==> src/rtl/pipe_ctrl_pkg.sv <==
// Shared types and constants for the pipeline hazard controller.
package pipe_ctrl_pkg;

    localparam int REG_IDX_W = 5;
    localparam logic [REG_IDX_W-1:0] REG_ZERO = '0;

    typedef enum logic [1:0] {
        RUN     = 2'd0,
        MD_WAIT = 2'd1,
        MD_DONE = 2'd2
    } hz_state_e;

endpackage

==> src/rtl/hazard_perf_counters.sv <==
// Free-running stall and flush event counters for performance debug.
module hazard_perf_counters #(
    parameter int CNT_W = 32
) (
    input  logic             clk,
    input  logic             rst,
    input  logic             stall_inc,
    input  logic             flush_inc,
    output logic [CNT_W-1:0] stall_count,
    output logic [CNT_W-1:0] flush_count
);

    // Both counters wrap naturally at 2^CNT_W.
    always_ff @(posedge clk) begin
        if (rst) begin
            stall_count <= '0;
            flush_count <= '0;
        end else begin
            stall_count <= stall_count + CNT_W'(stall_inc);
            flush_count <= flush_count + CNT_W'(flush_inc);
        end
    end

endmodule

==> src/rtl/pipe_hazard_ctrl.sv <==
// Stall/flush control for the 5-stage pipeline: load-use, ID-resolved
// branches/jumps and multi-cycle mul/div occupancy of EX.
module pipe_hazard_ctrl
    import pipe_ctrl_pkg::*;
#(
    parameter int MD_CYCLES = 4,
    parameter int CNT_W     = 32
) (
    input  logic                 clk,
    input  logic                 rst,
    input  logic                 IDEX_MemRead,
    input  logic [REG_IDX_W-1:0] IDEX_Rt,
    input  logic [REG_IDX_W-1:0] IFID_Rs,
    input  logic [REG_IDX_W-1:0] IFID_Rt,
    input  logic                 IFID_UsesRt,
    input  logic                 BranchTaken,
    input  logic                 Jump,
    input  logic                 MDStart,
    output logic                 PCStall,
    output logic                 IFIDStall,
    output logic                 IFIDFlush,
    output logic                 IDEXStall,
    output logic                 IDEXFlush,
    output logic                 EXMEMFlush,
    output logic                 MDBusy,
    output logic [CNT_W-1:0]     StallCount,
    output logic [CNT_W-1:0]     FlushCount
);

    localparam int MD_W = (MD_CYCLES > 2) ? $clog2(MD_CYCLES) : 1;
    localparam logic [MD_W-1:0] MD_LOAD = MD_W'(MD_CYCLES - 2);

    hz_state_e       state, state_nxt;
    logic [MD_W-1:0] md_rem, md_rem_nxt;
    logic            load_use;
    logic            md_stall;

    always_comb begin
        PCStall    = 1'b0;
        IFIDStall  = 1'b0;
        IFIDFlush  = 1'b0;
        IDEXStall  = 1'b0;
        IDEXFlush  = 1'b0;
        EXMEMFlush = 1'b0;
        MDBusy     = 1'b0;
        state_nxt  = state;
        md_rem_nxt = md_rem;

        load_use = IDEX_MemRead && (IDEX_Rt != REG_ZERO) &&
                   ((IDEX_Rt == IFID_Rs) || (IFID_UsesRt && (IDEX_Rt == IFID_Rt)));
        // MDStart in MD_DONE belongs to the finishing op, so it cannot restart a stall.
        md_stall = (state == MD_WAIT) || ((state == RUN) && MDStart);

        if (!rst) begin
            if (md_stall) begin
                PCStall    = 1'b1;
                IFIDStall  = 1'b1;
                IDEXStall  = 1'b1;
                EXMEMFlush = 1'b1;
                MDBusy     = 1'b1;
            end else if (load_use) begin
                PCStall   = 1'b1;
                IFIDStall = 1'b1;
                IDEXFlush = 1'b1;
            end else if (BranchTaken || Jump) begin
                IFIDFlush = 1'b1;
            end
        end

        case (state)
            RUN: begin
                if (MDStart) begin
                    md_rem_nxt = MD_LOAD;
                    state_nxt  = (MD_LOAD != '0) ? MD_WAIT : MD_DONE;
                end
            end
            MD_WAIT: begin
                md_rem_nxt = md_rem - MD_W'(1);
                if (md_rem == MD_W'(1)) state_nxt = MD_DONE;
            end
            MD_DONE:  state_nxt = RUN;
            default:  state_nxt = RUN;
        endcase
    end

    always_ff @(posedge clk) begin
        if (rst) begin
            state  <= RUN;
            md_rem <= '0;
        end else begin
            state  <= state_nxt;
            md_rem <= md_rem_nxt;
        end
    end

    hazard_perf_counters #(
        .CNT_W(CNT_W)
    ) u_perf (
        .clk        (clk),
        .rst        (rst),
        .stall_inc  (PCStall),
        .flush_inc  (IFIDFlush),
        .stall_count(StallCount),
        .flush_count(FlushCount)
    );

endmodule

==> config.mk <==
export PLATFORM = sky130hd
export DESIGN_NAME = pipe_hazard_ctrl
export DESIGN_NICKNAME = d
export VERILOG_FILES = /design/src/rtl/pipe_ctrl_pkg.sv /design/src/rtl/hazard_perf_counters.sv /design/src/rtl/pipe_hazard_ctrl.sv
export SDC_FILE = /design/constraint.sdc
export NUM_CORES = 1
export LEC_CHECK = 0
export BUFFER_PORTS_ARGS = -buffer_cell sky130_fd_sc_hd__clkbuf_2
export CAP_MARGIN = 20
export CORE_MARGIN = 10
export CORE_UTILIZATION = 52
export DETAILED_ROUTE_END_ITERATION = 10
export GPL_ROUTABILITY_DRIVEN = 1
export PLACE_DENSITY = 0.8
export SLEW_MARGIN = 20
export SYNTH_ARGS = -nofsm -noshare
export SYNTH_HDL_FRONTEND = slang
export SYNTH_HIERARCHICAL = 1
export SYNTH_SLANG_ARGS = --single-unit
==> constraint.sdc <==
create_clock -name clk -period 4.8 [get_ports clk]
set_clock_uncertainty 0.1 [all_clocks]
set_input_delay 0.96 -clock clk [delete_from_list [all_inputs] [get_ports clk]]
set_output_delay 0.96 -clock clk [all_outputs]
set_load 0.02 [all_outputs]
==> impl_results.md <==
- Outcome: complete, no violations
- Cell Pwr Density: 286 nW/um^2
- Initial antenna violation count: 0
- Layout cells sized above 1: 26.1%
- Post-route DRC: 0
- Total gr overflow: 0
- Share of the synthesized area in the top cell type: 40.7%
- I/O pin count: 93
- Final ANT Viol Nets: 0
- Worst Max-Slew Pin Slew: 0.575 ns
- P_int: 0.898 mW
- Most common cell after layout, fill and taps aside: clkbuf_2
- Largest net degree at the start of global routing: 46
- Final GP Congestion: 0.775
- CP Max Fanout: 16
- Setup bufs post-CTS: 0
- Mapped Avg Cell Area: 8.52 um^2
- Clk_lat worst skew: 0.34 ns
- Starting Density: 53.0%
- Final min period: 4.18 ns
- Mapped Cells: 393
- Buf+Inv Stages, Crit Path: 1
- First-pass iteration count of the detailed router: 4
- Root buffer cell: clkbuf_8
- Post_cts resized: 0
- NetSw: 0.256 mW
- CTS Buffer Depth: 2
- Hold_buf cts: 0
- Most frequent CP cell: ha_1
- Netlist cell types: 38
- Final slew viol count: 0
- Slowest stage cell, crit path: or4_1
- Commonest cells after routing, fill and taps aside: 92 x clkbuf_2, 68 x dfxtp_1, 39 x nor2_1, 28 x a21oi_1
- Die Area: 10000 um^2
- DP Cell Count: 540
- Sw Share: 22.2%
- Die Y: 100 um
- Critical path's largest stage delay: 0.66 ns
- First-pass GRT wire length: 13900 um
- TritonCTS clock tree: built
- Max-Cap Viols: 0
- PnR worst setup slack: 0.623 ns
- Sequential Power Share: 49.7%
- Fillers: 580
- Vias per cell: 5.74
- TNS Setup: 0 ns
- Worst Path Required: 4.96 ns
- Synth top area cells: dfxtp_1 41%, xor2_1 6.3%, nor2_1 4.4%
- Htree depth: 3
- Max frequency: 0.239 GHz
- Core Area: 6310 um^2
- Critical path launch point type: input port
- Clock transition at path regs: 0.06 ns
- Seq/Total Area, Yosys: 40.7%
- Clock buffers created by TritonCTS: 9
- Pre-CTS WS: 0.283 ns
- DR vias: 3189
- Hold Vio Cnt, Final: 0
- Drt total wl: 8390 um
- Crit-path cells: clkbuf_2 > xor2_1 > nor4_1 > a32oi_1 > o31ai_1 > ha_1 > ha_1 > and4_1 > nand4_1 > or4_1 > a21oi_1
- Data arrival, critical path: 4.34 ns
- Final setup fails: 0
- Min-Delay Path Depth: 1
- 1st-iter DRT viols: 107
- Tcrit/Tclk final: 87.0%
- Max_slew headroom: 61.4%
- Fin cells: 556
- Flops & latches, synth: 68
- DP Wirelength: 6190 um
- CP Capture Type: flop
- Final hold slack: 0.362 ns
- Vias in the first global route: 3104
- ANT cells: 0
- Num rows: 29
- Min-delay worst type: flop to flop
- Number of cells on the critical path: 11
- Area delta synth->final: 20.5%
- GRT Overall Usage: 16.3%
- Avg WL per Cell: 15.1 um
- Reg2reg path depth: 9
- Final net count: 502
- VDD IR max: 0.000173 V
- Logic pwr share: 5.5%
- Mapped Area: 3350 um^2
- YS warnings: 6
- Worst path top cell family by delay: simple AND/OR/NAND/NOR gates
- Clock sink count: 68
- PortBufs: 92
- Die W: 100 um
- Pleak: 1.60 nW
- Post-synth top area cell: dfxtp_1
- Unrepaired setup endpoints after global routing: false
- Critical path class: input port to flop
- Clock power frac: 44.8%
- Syn Nets: 421
-- worst paths after layout --
path	startpoint	end	slack [ns]
min reg2reg	state[1]	state[0]	0.36
max reg2reg	state[1]	u_perf/stall_count[30]	1.52
max	IDEX_Rt[3]	u_perf/stall_count[30]	0.62
min	state[1]	state[0]	0.36
-- cell usage after synthesis, drive strengths merged --
master and number:
a211oi 1, nand3 25, or3 14, a32oi 1, dfxtp 68, xor2 24, and2 1, inv 8
o221a 1, o31ai 15, nor3b 1, o21ai 14, mux2i 1, and4 9, nor2 39, xnor2 11
nor2b 12, a21oi 28, clkbuf 18, nand2b 1, o21bai 1, nand4 18, nor4 6, or2 1
ha 6, or4 16, nor3 10, buf 6, and3 11, mux2 8, nand2 18
-- kinds of logic (layout without fill, tap and decap cells) --
| group | count (synthesis) | after routing | share of synthesized area (%) |
|---|---|---|---|
| xor+xnor | 35 | 35 | 9.16 |
| compound gates | 61 | 61 | 10.8 |
| flops | 68 | 68 | 40.7 |
| fa+ha+maj | 6 | 6 | 2.24 |
| mux | 9 | 9 | 2.99 |
| simple gates | 182 | 182 | 30.2 |
| buf+inv | 32 | 118 | 3.96 |
-- sequential cells by signal, summed over array words and instances, names as in the netlist --
name and count:
u_perf/flush_count 32, state 2, md_rem 2, u_perf/stall_count 32
-- metrics by stage --
step | power, mW | area, um^2 | utilization (%)
3_3_place_gp | 0.648 | 3820 | 60.4
3_5_place_dp | 0.650 | 3820 | 60.4
2_1_floorplan | 0.626 | 3350 | -
5_1_grt | 1.20 | 4030 | 63.9
6_report | 1.15 | 4030 | 63.9
4_1_cts | 1.17 | 4030 | 63.9
-- power groups by stage --
stage	combinational [mW]	sequential [mW]	clock, mW
4_1_cts	0.0644	0.573	0.530
5_1_grt	0.0714	0.574	0.555
3_3_place_gp	0.0624	0.585	0
2_1_floorplan	0.0381	0.588	0
6_report	0.0637	0.573	0.517
3_5_place_dp	0.0641	0.586	0
-- layer usage --
layer | global-route usage (%) | share of wire [%] | vias to the layer above
met2 | 26.9 | 49 | 82
met3 | 5.63 | 6.5 | 6
li1 | - | - | 1591
met1 | 18.3 | 44 | 1510
met4 | 7.83 | 1.1 | 0
met5 | 0 | 0 | -
-- area by class of cell --
type / count / area [um^2] / share of cell area (%)
clock buffers: 11 / 141 / 3.51
multi-input cells: 293 / 1850 / 46.0
well taps: 77 / 96.3 / 2.39
inverters: 8 / 30.0 / 0.745
flip-flops and latches: 68 / 1360 / 33.8
repair buffers: 94 / 475 / 11.8
clock inverters: 5 / 75.1 / 1.86
Power figures use the tool's default switching activity.
